File: src/rtl/ivn_collector_if.sv
// Stream bundle for ivn_collector: per-PE debiased bits in, packed words out.
// The collector connects as slave; the PE array / entropy sink side is master.
interface ivn_collector_if #(
    parameter int WORD_W = 32
);
    localparam int CNT_W = $clog2(WORD_W + 1);

    logic [5:0]        s_vn;
    logic [5:0]        s_vn_valid;
    logic              out_ready;
    logic              out_valid;
    logic [WORD_W-1:0] out_data;
    logic [CNT_W-1:0]  out_count;

    modport master (
        output s_vn, s_vn_valid, out_ready,
        input  out_valid, out_data, out_count
    );

    modport slave (
        input  s_vn, s_vn_valid, out_ready,
        output out_valid, out_data, out_count
    );
endinterface

File: src/rtl/ivn_collector.sv
// Output collector for the 6-PE von Neumann debiaser: compacts valid bits, packs LSB-first
// into WORD_W-bit words with a flush FSM. Optional statistics behind `IVN_COLLECT_STATS_EN.
module ivn_collector #(
    parameter  int WORD_W = 32,
    localparam int CAP    = 2 * WORD_W,
    localparam int CNT_W  = $clog2(WORD_W + 1),
    localparam int FILL_W = $clog2(CAP + 1)
) (
    input  logic              clk,
    input  logic              reset,
    ivn_collector_if.slave    bus,
    input  logic              flush,
    output logic [FILL_W-1:0] fill,
    output logic              flush_busy,
    output logic              flush_done,
    output logic [15:0]       drop_cnt,
    output logic [31:0]       ones_cnt,
    output logic [31:0]       bits_cnt
);

    typedef enum logic [1:0] {IDLE, DRAIN, DONE} state_e;

    function automatic logic [15:0] sat_add16(input logic [15:0] a, input logic [2:0] b);
        logic [16:0] sum;
        sum = {1'b0, a} + 17'(b);
        return sum[16] ? 16'hFFFF : sum[15:0];
    endfunction

    state_e            state_q, state_d;
    logic              is_idle;
    logic [CAP-1:0]    acc_q, acc_d, acc_ap;
    logic [FILL_W-1:0] fill_q, fill_d, fill_ap;
    logic [FILL_W:0]   fill_sum;
    logic              out_valid_q, out_valid_d;
    logic [WORD_W-1:0] out_data_q, out_data_d;
    logic [CNT_W-1:0]  out_count_q, out_count_d;
    logic [15:0]       drop_q, drop_d;
    logic [5:0]        comp;
    logic [2:0]        n;
    logic              reg_free, pop_full, pop_part, append, drop;

    always_comb begin
        comp = '0;
        n    = '0;
        for (int i = 0; i < 6; i++) begin
            if (bus.s_vn_valid[i]) begin
                comp[n] = bus.s_vn[i];
                n       = n + 3'd1;
            end
        end
    end

    // Pop is decided first from registered state; append is checked against post-pop fill.
    always_comb begin
        reg_free    = !out_valid_q || bus.out_ready;
        pop_full    = reg_free && (fill_q >= FILL_W'(WORD_W));
        pop_part    = reg_free && (state_q == DRAIN) && (fill_q != '0) && !pop_full;
        acc_ap      = acc_q;
        fill_ap     = fill_q;
        if (pop_full) begin
            acc_ap  = acc_q >> WORD_W;
            fill_ap = fill_q - FILL_W'(WORD_W);
        end else if (pop_part) begin
            acc_ap  = '0;
            fill_ap = '0;
        end
        fill_sum    = {1'b0, fill_ap} + (FILL_W+1)'(n);
        append      = is_idle && (fill_sum <= (FILL_W+1)'(CAP));
        drop        = (n != 3'd0) && !append;
        acc_d       = append ? (acc_ap | ({{(CAP-6){1'b0}}, comp} << fill_ap)) : acc_ap;
        fill_d      = append ? fill_sum[FILL_W-1:0] : fill_ap;
        drop_d      = drop ? sat_add16(drop_q, n) : drop_q;

        out_valid_d = out_valid_q;
        out_data_d  = out_data_q;
        out_count_d = out_count_q;
        if (reg_free) begin
            out_valid_d = pop_full || pop_part;
            if (pop_full) begin
                out_data_d  = acc_q[WORD_W-1:0];
                out_count_d = CNT_W'(WORD_W);
            end else if (pop_part) begin
                out_data_d  = acc_q[WORD_W-1:0];
                out_count_d = fill_q[CNT_W-1:0];
            end
        end
    end

    always_ff @(posedge clk) begin
        if (reset) begin
            acc_q       <= '0;
            fill_q      <= '0;
            out_valid_q <= 1'b0;
            out_data_q  <= '0;
            out_count_q <= '0;
            drop_q      <= '0;
        end else begin
            acc_q       <= acc_d;
            fill_q      <= fill_d;
            out_valid_q <= out_valid_d;
            out_data_q  <= out_data_d;
            out_count_q <= out_count_d;
            drop_q      <= drop_d;
        end
    end

    always_ff @(posedge clk) begin
        if (reset) state_q <= IDLE;
        else       state_q <= state_d;
    end

    always_comb begin
        state_d = state_q;
        case (state_q)
            IDLE:    if (flush) state_d = DRAIN;
            DRAIN:   if (fill_q == '0) state_d = DONE;
            DONE:    state_d = IDLE;
            default: state_d = IDLE;
        endcase
    end

    always_comb begin
        is_idle    = (state_q == IDLE);
        flush_busy = (state_q != IDLE);
        flush_done = (state_q == DONE);
    end

`ifdef IVN_COLLECT_STATS_EN
    logic [31:0] bits_q, ones_q;
    logic [2:0]  ones_n;

    always_comb begin
        ones_n = '0;
        for (int i = 0; i < 6; i++) ones_n = ones_n + {2'b00, comp[i]};
    end

    always_ff @(posedge clk) begin
        if (reset) begin
            bits_q <= '0;
            ones_q <= '0;
        end else if (append) begin
            bits_q <= bits_q + 32'(n);
            ones_q <= ones_q + 32'(ones_n);
        end
    end

    assign bits_cnt = bits_q;
    assign ones_cnt = ones_q;
`else
    assign bits_cnt = '0;
    assign ones_cnt = '0;
`endif

    assign fill          = fill_q;
    assign drop_cnt      = drop_q;
    assign bus.out_valid = out_valid_q;
    assign bus.out_data  = out_data_q;
    assign bus.out_count = out_count_q;

endmodule

File: src/flat_wrapper.sv
// flat-port wrapper written by rule: the top's interface ports become plain ports
module ivn_collector_flat 
#(
    parameter  int WORD_W = 32,
    localparam int CAP    = 2 * WORD_W,
    localparam int CNT_W  = $clog2(WORD_W + 1),
    localparam int FILL_W = $clog2(CAP + 1)
)
  (clk, reset, flush, fill, flush_busy, flush_done, drop_cnt, ones_cnt, bits_cnt, bus_s_vn, bus_s_vn_valid, bus_out_ready, bus_out_valid, bus_out_data, bus_out_count);
  ivn_collector_if #(.WORD_W(WORD_W)) bus_i ();
  input  logic clk;
  input  logic reset;
  input  logic flush;
  output logic [FILL_W-1:0] fill;
  output logic flush_busy;
  output logic flush_done;
  output logic [15:0] drop_cnt;
  output logic [31:0] ones_cnt;
  output logic [31:0] bits_cnt;
  input wire logic [$bits(bus_i.s_vn)-1:0] bus_s_vn;
  input wire logic [$bits(bus_i.s_vn_valid)-1:0] bus_s_vn_valid;
  input wire logic [$bits(bus_i.out_ready)-1:0] bus_out_ready;
  output wire logic [$bits(bus_i.out_valid)-1:0] bus_out_valid;
  output wire logic [$bits(bus_i.out_data)-1:0] bus_out_data;
  output wire logic [$bits(bus_i.out_count)-1:0] bus_out_count;
  assign bus_i.s_vn = bus_s_vn;
  assign bus_i.s_vn_valid = bus_s_vn_valid;
  assign bus_i.out_ready = bus_out_ready;
  assign bus_out_valid = bus_i.out_valid;
  assign bus_out_data = bus_i.out_data;
  assign bus_out_count = bus_i.out_count;
  ivn_collector #(.WORD_W(WORD_W)) u_core (.clk(clk), .reset(reset), .bus(bus_i), .flush(flush), .fill(fill), .flush_busy(flush_busy), .flush_done(flush_done), .drop_cnt(drop_cnt), .ones_cnt(ones_cnt), .bits_cnt(bits_cnt));
endmodule
File: config.mk
export PLATFORM = sky130hd
export DESIGN_NAME = ivn_collector_flat
export DESIGN_NICKNAME = d
export VERILOG_FILES = /design/src/rtl/ivn_collector_if.sv /design/src/rtl/ivn_collector.sv /design/src/flat_wrapper.sv
export SDC_FILE = /design/constraint.sdc
export NUM_CORES = 1
export LEC_CHECK = 0
export CAP_MARGIN = 20
export CORE_ASPECT_RATIO = 1.25
export CORE_MARGIN = 2
export CORE_UTILIZATION = 47
export CTS_CLUSTER_DIAMETER = 200
export DETAILED_ROUTE_END_ITERATION = 8
export PLACE_DENSITY = 0.81
export SLEW_MARGIN = 0
export SYNTH_ARGS = -nofsm -noshare
export SYNTH_HDL_FRONTEND = slang
export SYNTH_SLANG_ARGS = --single-unit
export TNS_END_PERCENT = 20
File: constraint.sdc
create_clock -name clk -period 5.9 [get_ports clk]
set_clock_uncertainty 0.05 [all_clocks]
set_input_delay 1.18 -clock clk [delete_from_list [all_inputs] [get_ports clk]]
set_output_delay 1.18 -clock clk [all_outputs]
set_load 0.01 [all_outputs]
==> Yosys cells after proc, flatten, opt, wreduce, memory -nomap -nowiden <==
Cells that the tools add are included.
{ "totals": {"out_inout_bits": 128, "ff_bits": 128, "input_bits": 16} }
{ "classes": {"n_eq_ne": 4, "reduce_logical": 24, "add_sub_neg": 8, "magnitude_cmp": 12, "shift": 1, "n_bitwise": 1, "mux": 41} }
{ "op_table": {"columns": ["operator", "count"], "rows": [
  ["$mux W64", 3],
  ["$mux W32", 2],
  ["$or A64 B64 Y64", 1],
  ["$shl A6 B7 Y64", 1],
  ["$mux W6", 7],
  ["$bwmux W6", 5],
  ["$mux W7", 3],
  ["$add A16 B3 Y17", 1],
  ["$lt A3 B4 Y1 const B", 4],
  ["$mux W16", 1],
  ["$demux W1 S3", 5],
  ["$mux W3", 5],
  ["$add A3 B1 Y3 const B", 4],
  ["$ge A3 B1 Y1 const B", 4],
  ["$logic_and A1 B1 Y1", 11],
  ["$add A7 B3 Y8", 1],
  ["$le A8 B7 Y1 const B", 1],
  ["$ge A7 B6 Y1 const B", 1],
  ["$logic_not A7 Y1", 1],
  ["$mux W1", 7],
  ["$reduce_bool A7 Y1", 1],
  ["$sub A7 B6 Y7 const B", 1],
  ["$lt A1 B4 Y1 const B", 1],
  ["$mux W2", 2],
  ["12 further kinds", 18]
]} }

==> Depth between registers and ports, before layout <==
{ "depth": {"word_depth": 18, "ltp_mapped": 27, "ltp_nobuf": 25} }

==> Worst setup path before layout <==
No wires, ideal clock.
{ "synth_timing": {"kind": "input port to flip-flop", "startpoint": "input port bus_s_vn_valid[2]", "endpoint": "register u_core.drop_q[14], in the netlist u_core.drop_cnt[14]", "stages": 26, "slack_ns": -0.442, "t_required_ns": 5.716, "n_path_buf": 3, "arrival_ns": 6.158, "path_cell_list": "buf_6 -> inv_1 -> fa_1 -> buf_2 -> inv_1 -> ha_1 -> nand2_1 -> o31a_2 -> inv_2 -> ha_1 -> inv_1 -> nand2_1 -> o21a_1 -> ha_1 -> mux2_2 -> fa_1 -> xor2_1 -> or3_1 -> o221ai_1 -> mux2i_1 -> a221oi_1 -> and2_1 -> nor3_2 -> buf_2 -> a31oi_1 -> a211oi_1"} }
{ "synth_via": {"elab_chain_len": 12, "word_cells_on_any_way": 15} }
{ "synth_rtl": {"columns": ["element", "line_no", "rtl"], "rows": [
  ["from (decl)", "flat_wrapper.sv:21", "input wire logic [$bits(bus_i.s_vn_valid)-1:0] bus_s_vn_valid;"],
  ["$mux W3 (*)", "ivn_collector.sv:46", "if (bus.s_vn_valid[i]) begin"],
  ["$add A3 B1 Y3", "ivn_collector.sv:48", "n = n + 3'd1;"],
  ["$mux W3 (*)", "ivn_collector.sv:46", null],
  ["$add A3 B1 Y3", "ivn_collector.sv:48", null],
  ["$mux W3 (*)", "ivn_collector.sv:46", null],
  ["$add A3 B1 Y3", "ivn_collector.sv:48", null],
  ["$mux W3 (*)", "ivn_collector.sv:46", null],
  ["$add A7 B3 Y8", "ivn_collector.sv:67", "fill_sum = {1'b0, fill_ap} + (FILL_W+1)'(n);"],
  ["$le A8 B7 Y1", "ivn_collector.sv:68", "append = is_idle && (fill_sum <= (FILL_W+1)'(CAP));"],
  ["$logic_and A1 B1 Y1", "ivn_collector.sv:68", null],
  ["$logic_not A1 Y1", "ivn_collector.sv:69", "drop = (n != 3'd0) && !append;"],
  ["$logic_and A1 B1 Y1", "ivn_collector.sv:69", null],
  ["to (signal assigned)", "ivn_collector.sv:103", "drop_q <= drop_d;"],
  ["to (decl)", "ivn_collector.sv:37", "logic [15:0] drop_q, drop_d;"]
]} }
Mark *: on every way between the ends. The rest lies on a longest branch, timed or not.
A chain may end at the register's enable or synchronous reset.

==> Worst setup path after layout <==
{ "layout_timing": {"startpoint": "input port bus_s_vn_valid[1]", "endpoint": "register u_core.drop_q[8], in the netlist u_core.drop_cnt[8]"} }
{ "layout_via": {"elab_chain_len": 14, "word_cells_on_any_way": 17} }
{ "layout_rtl": {"columns": ["element", "line_no"], "rows": [
  ["$mux W3 (*)", "ivn_collector.sv:46"],
  ["$add A3 B1 Y3", "ivn_collector.sv:48"],
  ["$mux W3 (*)", "ivn_collector.sv:46"],
  ["$add A3 B1 Y3", "ivn_collector.sv:48"],
  ["$mux W3 (*)", "ivn_collector.sv:46"],
  ["$add A3 B1 Y3", "ivn_collector.sv:48"],
  ["$mux W3 (*)", "ivn_collector.sv:46"],
  ["$add A3 B1 Y3", "ivn_collector.sv:48"],
  ["$mux W3 (*)", "ivn_collector.sv:46"],
  ["$add A7 B3 Y8", "ivn_collector.sv:67"],
  ["$le A8 B7 Y1", "ivn_collector.sv:68"],
  ["$logic_and A1 B1 Y1", "ivn_collector.sv:68"],
  ["$logic_not A1 Y1", "ivn_collector.sv:69"],
  ["$logic_and A1 B1 Y1", "ivn_collector.sv:69"]
]} }
Marked as above.

==> results <==
## flip-flops by register name, summed over array words and instances, names as in the netlist
name / count
u_core.bus.out_count: 6
u_core.fill: 7
u_core.drop_cnt: 16
u_core.bus.out_data: 32
u_core.acc_q: 64
u_core.bus.out_valid: 1
u_core.state_q: 2
## metrics by stage
step,setup TNS (ns),utilization (%),power (mW)
2_1_floorplan,0,-,2.21
3_3_place_gp,-10.77,55.2,2.75
3_5_place_dp,-17.77,55.2,2.77
4_1_cts,0,59.8,3.93
5_1_grt,0,60.2,4.18
6_report,0,60.2,3.99
## metal layers
layer / track usage, % / wire length, µm / vias to the layer above
li1: - / - / 3220
met1: 28.6 / 8010 / 3154
met2: 38.0 / 9300 / 323
met3: 4.56 / 1340 / 57
met4: 12.1 / 594 / 0
met5: 0 / 0 / -
## cell families (layout without fill, tap and decap cells)
| group | Yosys count | count (layout) | synth area share (%) |
|---|---|---|---|
| xor gates and xnor gates | 19 | 19 | 3.44 |
| and+or+nand+nor | 286 | 286 | 18.9 |
| DFF | 128 | 128 | 35.7 |
| adders and majority gates | 15 | 15 | 2.93 |
| muxes | 17 | 17 | 3.02 |
| other | 1 | 64 | 0.0523 |
| AOI/OAI and AO/OA | 251 | 251 | 25.3 |
| buffers and inverters | 131 | 200 | 10.6 |
## report_power, final
part / internal, mW / total [mW] / switching, mW
Sequential: 0.945 / 1.03 / 0.0859
Clock: 0.699 / 1.10 / 0.400
Combinational: 0.686 / 1.86 / 1.17
Total: 2.33 / 3.99 / 1.66
## layout make-up
class	count	area, µm²
Clock inverter	11	154
Timing Repair Buffer	148	1320
Clock buffer	20	467
Inverter	21	81.3
Fill cell	1246	5940
Sequential cell	128	2560
Tap cell	182	228
Multi-Input combinational cell	652	4200
## timing repair
action,4_1_cts,5_1_grt
pin swaps,12,8
resized for setup,8,15
setup endpoints to repair,21,39
setup buffers,6,2
## layout by cell type (no fill, tap or decap), types with 5 or more instances in the layout
cell | Yosys | layout
clkbuf_16 | 0 | 17
nand4_1 | 6 | 6
a22oi_1 | 38 | 38
nor2_1 | 64 | 62
o211ai_1 | 5 | 5
inv_1 | 19 | 14
nand2b_1 | 6 | 6
o22ai_1 | 24 | 24
a21oi_1 | 53 | 52
dfxtp_1 | 128 | 128
o31ai_1 | 5 | 5
conb_1 | 1 | 64
o21ai_0 | 22 | 21
mux2_2 | 7 | 6
clkdlybuf4s50_1 | 0 | 75
nor4_1 | 6 | 6
inv_2 | 2 | 6
nor2b_1 | 9 | 9
nand2_1 | 120 | 118
nand3_1 | 16 | 16
and2_1 | 9 | 8
mux2i_1 | 7 | 7
a211oi_1 | 9 | 9
ha_1 | 12 | 10
a31oi_1 | 9 | 9
nor3_1 | 13 | 12
xnor2_1 | 9 | 8
a22o_1 | 19 | 19
buf_4 | 65 | 69
and3_1 | 8 | 8
## critical path, stage by stage
cell	delay, ns
dlymetal6s2s_1	0.12
inv_2	0.06
fa_1	0.58
inv_2	0.06
ha_4	0.26
nand2_1	0.06
o31a_2	0.13
inv_4	0.07
ha_4	0.19
inv_2	0.05
nand2_1	0.07
o21a_1	0.15
ha_1	0.29
mux2_4	0.29
fa_2	0.35
xor2_1	0.16
or3_4	0.35
o221ai_2	0.15
mux2i_1	0.12
a221oi_2	0.30
and2_4	0.23
nor3_4	0.07
buf_4	0.20
a311oi_1	0.26
## final timing paths
path,slack (ns),to,from,cells after the start
max,0.41,u_core.drop_cnt[8],bus_s_vn_valid[1],24
min,0.41,u_core.bus.out_data[29],u_core.bus.out_data[29],2
max reg2reg,1.65,u_core.drop_cnt[8],u_core.fill[5],16
min reg2reg,0.41,u_core.bus.out_data[29],u_core.bus.out_data[29],2
==> impl_metrics.py <==
metrics = {
    "routing": {
        "wl_per_cell_um": 16.6,
        "viasPerCell": 5.81,
        "drt-pass1-iter-count": 5,
        "vias": 6754,
        "drtIter0Drc": 671,
        "ant_nets": 0,
        "wl_mm": 19.2,
        "drc": 0,
    },
    "clocking": {
        "clock_path_buffers": 2,
        "cts_tree": "built",
        "cts_root_buf": "clkbuf_16",
        "clkSlewWorstSetupHoldPaths_ns": 0.06,
        "cts.sinks": 128,
        "numCtsBuffers": 17,
        "ctsHoldBuffers": 0,
        "clock_latency_ns": 0.42,
        "cts_max_level": 4,
    },
    "grt": {
        "grt_pass1_vias": 6264,
        "overflow": 0,
        "grt_antenna_before_repair": 0,
        "grt_pass1_wl_mm": 30.5,
        "track_usage_pct": 23.1,
        "grt_max_degree": 67,
    },
    "finish": {
        "stdcell_count": 1162,
        "diodes": 0,
        "fin_area_mm2": 0.00901,
        "areaGrowthSynthToFinish_pct": 25.6,
        "final_layout_size_suffix_gt1_share_pct": 16.5,
        "fin_nets": 999,
    },
    "timing": {
        "rsz0062_at_grt": "false",
        "max_freq_ghz": 0.182,
        "holdWs_ns": 0.406,
        "worst_pin_slew_ns": 1.03,
        "slew_violations": 0,
        "final.setup.worst_slack_ns": 0.406,
        "setup_viol": 0,
        "min_period_over_period_pct": 93.1,
        "hold_viol_final": 0,
        "period_minus_slack_ns": 5.49,
        "max-slew-margin-rel_pct": 30.9,
    },
    "logic_synthesis": {
        "synth_edf_count": 0,
        "yosysSeqAreaShare_pct": 35.7,
        "yosys.area.top_type": "dfxtp_1",
        "synthFlopType": "dfxtp_1",
        "post_synth_inst_count": 848,
        "synth.distinct_cells": 90,
        "synth_seq_cells": 128,
        "yosys-top-cells-count": "128 x dfxtp_1, 120 x nand2_1, 65 x buf_4",
        "synth_area_mm2": 0.00717,
        "synthDominantCellAreaShare_pct": 35.7,
        "yosysWarningCount": 0,
        "async_flop_share_pct": 0,
        "syn_avg_cell_area_um2": 8.46,
        "synth_area_leaders": "dfxtp_1 36%, buf_4 6.8%, nand2_1 6.3%",
        "yosysMostFrequentCell": "dfxtp_1",
    },
    "place": {
        "portBuffers": 79,
        "place_area_mm2": 0.00825,
        "dp_cells": 1123,
        "gp_congestion": 0.946,
        "dp_slack_ns": -0.751,
        "dp_hpwl_mm": 13.0,
    },
    "power_and_ir_drop": {
        "power_density_mw_per_mm2": 443,
        "ir_worst_vdd_uv": 358,
        "p_leak_nw": 3.42,
    },
    "outcome": {
        "outcome": "complete, no violations",
    },
    "worst_setup_path": {
        "cp.required_ns": 6.17,
        "end_kind": "register",
        "arrival_ns": 5.77,
        "worst-path-max-fanout": 7,
        "crit_type": "input port to register",
        "crit_path_start_kind": "input port",
    },
    "die": {
        "rows": 50,
        "die-area_mm2": 0.0163,
        "die_w_um": 114,
        "core_area_mm2": 0.0150,
        "initial_core_util_pct": 48.0,
        "num_io_pins": 144,
        "fp.dieH_um": 142,
    },
    "worst_hold_path": {
        "min_path_type": "register to register",
    },
    "job": {
        "cap_violations": 0,
    },
}
Note: power is estimated with default switching activity, not from simulation.
==> patch (config.mk and constraints unchanged) <==
`WORD_W` is set to 32 in 3 places; all go to 16.
--- a/src/rtl/ivn_collector_if.sv
+++ b/src/rtl/ivn_collector_if.sv
@@ -1,7 +1,7 @@
 // Stream bundle for ivn_collector: per-PE debiased bits in, packed words out.
 // The collector connects as slave; the PE array / entropy sink side is master.
 interface ivn_collector_if #(
-    parameter int WORD_W = 32
+    parameter int WORD_W = 16
 );
     localparam int CNT_W = $clog2(WORD_W + 1);
 
--- a/src/rtl/ivn_collector.sv
+++ b/src/rtl/ivn_collector.sv
@@ -1,7 +1,7 @@
 // Output collector for the 6-PE von Neumann debiaser: compacts valid bits, packs LSB-first
 // into WORD_W-bit words with a flush FSM. Optional statistics behind `IVN_COLLECT_STATS_EN.
 module ivn_collector #(
-    parameter  int WORD_W = 32,
+    parameter  int WORD_W = 16,
     localparam int CAP    = 2 * WORD_W,
     localparam int CNT_W  = $clog2(WORD_W + 1),
     localparam int FILL_W = $clog2(CAP + 1)
--- a/src/flat_wrapper.sv
+++ b/src/flat_wrapper.sv
@@ -1,7 +1,7 @@
 // flat-port wrapper written by rule: the top's interface ports become plain ports
 module ivn_collector_flat 
 #(
-    parameter  int WORD_W = 32,
+    parameter  int WORD_W = 16,
     localparam int CAP    = 2 * WORD_W,
     localparam int CNT_W  = $clog2(WORD_W + 1),
     localparam int FILL_W = $clog2(CAP + 1)
Ports: changed (resized bus_out_count, bus_out_data and fill); port bits go from 144 to 126. No check against the original RTL was run, so the function may have changed too.
==> patch against the original RTL <==
Total power fell by 30%; critical path type unchanged; area after synthesis fell by 24%; register-to-register slack improved by 0.19 ns; highest routed layer unchanged; sequential cell count fell by 50; design area fell by 26%; worst setup slack got worse by 0.19 ns; wire length fell by 25%.
==> patch: results (changes against the original RTL) <==
\begin{tabular}{lr}
\hline
Metric & Value \\
\hline
\multicolumn{2}{l}{\textbf{Status}} \\
\quad Status & finished, final reports clean (unchanged) \\
\multicolumn{2}{l}{\textbf{Global routing}} \\
\quad GRT Resource Usage Total & 23.3\% (was 23.1\%) \\
\quad Via count of the first global-routing pass & 5054 (was 6264) \\
\multicolumn{2}{l}{\textbf{Placed design}} \\
\quad Number of port buffers & 61 (was 79) \\
\quad Post-placement cell count & 882 (was 1123) \\
\quad Setup Slack @ Placement & -0.611 ns (was -0.751 ns) \\
\quad GP Congestion & 0.874 (was 0.946) \\
\multicolumn{2}{l}{\textbf{Hold path}} \\
\quad Hold endpoint & u\_core.acc\_q[22]\$\_SDFF\_PP0\_ (was u\_core.bus.out\_data[29]\$\_SDFFE\_PP0P\_) \\
\multicolumn{2}{l}{\textbf{Cells and area}} \\
\quad Share of post-route cells with drive strength above 1 & 17.8\% (was 16.5\%) \\
\quad Flip-flop count of the largest register after layout & 32 (was 64) \\
\quad \# fillers & 1014 (was 1246) \\
\multicolumn{2}{l}{\textbf{Setup path}} \\
\quad Critical path fanouts, max & 3 (was 7) \\
\quad Peak per-stage delay on the critical path & 0.40 ns (was 0.58 ns) \\
\quad Worst reg-to-reg setup slack & 1.84 ns (was 1.65 ns) \\
\quad Slowest stage cell, crit path & fa\_2 (was fa\_1) \\
\quad Worst flop-to-flop path startpoint & u\_core.fill[4]\$\_SDFF\_PP0\_ (was u\_core.fill[5]\$\_SDFF\_PP0\_) \\
\quad Number of cells on the worst reg-to-reg path & 18 (was 16) \\
\multicolumn{2}{l}{\textbf{Clock network}} \\
\quad Latest clock arrival within the worst-skew pair & 0.34 ns (was 0.42 ns) \\
\quad H-tree levels & 3 (was 4) \\
\multicolumn{2}{l}{\textbf{Synthesis}} \\
\quad Post-synthesis share of cell area spent on xor and xnor gates & 2.12\% (was 3.44\%) \\
\quad Most common library cells after synthesis & dfxtp\_1, nand2\_1, buf\_4, nor2\_1, a21oi\_1 (unchanged) \\
\quad Fraction of the yosys area taken by sequential cells & 28.5\% (was 35.7\%) \\
\quad Mux contribution to synthesized area & 1.73\% (was 3.02\%) \\
\quad Syn Area/Cell & 8.22 µm² (was 8.46 µm²) \\
\quad Compound-cell area share of the yosys netlist & 26.4\% (was 25.3\%) \\
\multicolumn{2}{l}{\textbf{Detailed routing}} \\
\quad Average wire length per cell after detail routing & 16.1 µm (was 16.6 µm) \\
\quad Detailed router's first-iteration violation count & 410 (was 671) \\
\multicolumn{2}{l}{\textbf{Power and ir drop}} \\
\quad Worst supply voltage drop on vdd & 0.240 mV (was 0.358 mV) \\
\multicolumn{2}{l}{\textbf{STA}} \\
\quad Measured slew at the worst slew-check pin & 0.896 ns (was 1.03 ns) \\
\hline
\end{tabular}
-- patch: critical path, delay by kind of cell --
family / cells / cell delay (ns)
compound gates: 7 / 1.10
fa+ha+maj: 5 / 1.28
buf+inv: 6 / 0.82
simple gates: 10 / 1.51
-- patch: cells by family after synthesis --
family,Yosys count
compound gates,192
xor+xnor,10
mux,8
flops,78
buf+inv,119
fa+ha+maj,17
simple gates,242
other cells,1
-- patch: repair_timing --
item | 4_1_cts | 5_1_grt
hold buffers | 0 | 0
buffers inserted | 2 | 2
gates resized for setup | 15 | 11
pin swaps | 12 | 12
endpoints found under the setup margin | 36 | 33
-- patch: per-stage QoR --
step	hold slack [ns]	cell area, µm²
detailed placement	0.388	6290
CTS	0.397	6650
global route	0.424	6710
floorplan	0.367	5790
finish	0.399	6710
global placement	0.382	6290
-- patch: metal layers --
metal | up-vias | global-route usage, % | part of all wire [%] | wire [µm]
li1 | 2531 | - | - | -
met1 | 2525 | 27.1 | 39 | 5640
met2 | 242 | 40.6 | 52 | 7470
met3 | 47 | 3.65 | 5.5 | 796
met4 | 0 | 11.5 | 4.0 | 576
met5 | - | 0 | 0 | 0
-- patch: layout make-up --
class	instances	area share, %
clock buffers	12	3.83
clock inverters	4	0.448
inverters	23	1.29
multi-input cells	533	53.6
flip-flops and latches	78	23.3
well taps	138	2.58
repair buffers	114	15.0
-- patch: report_power, final --
part | internal [mW] | switching, mW | leakage (nW)
registers | 0.602 | 0.0839 | 0.632
logic | 0.621 | 0.946 | 1.85
clock network | 0.309 | 0.220 | 0.139
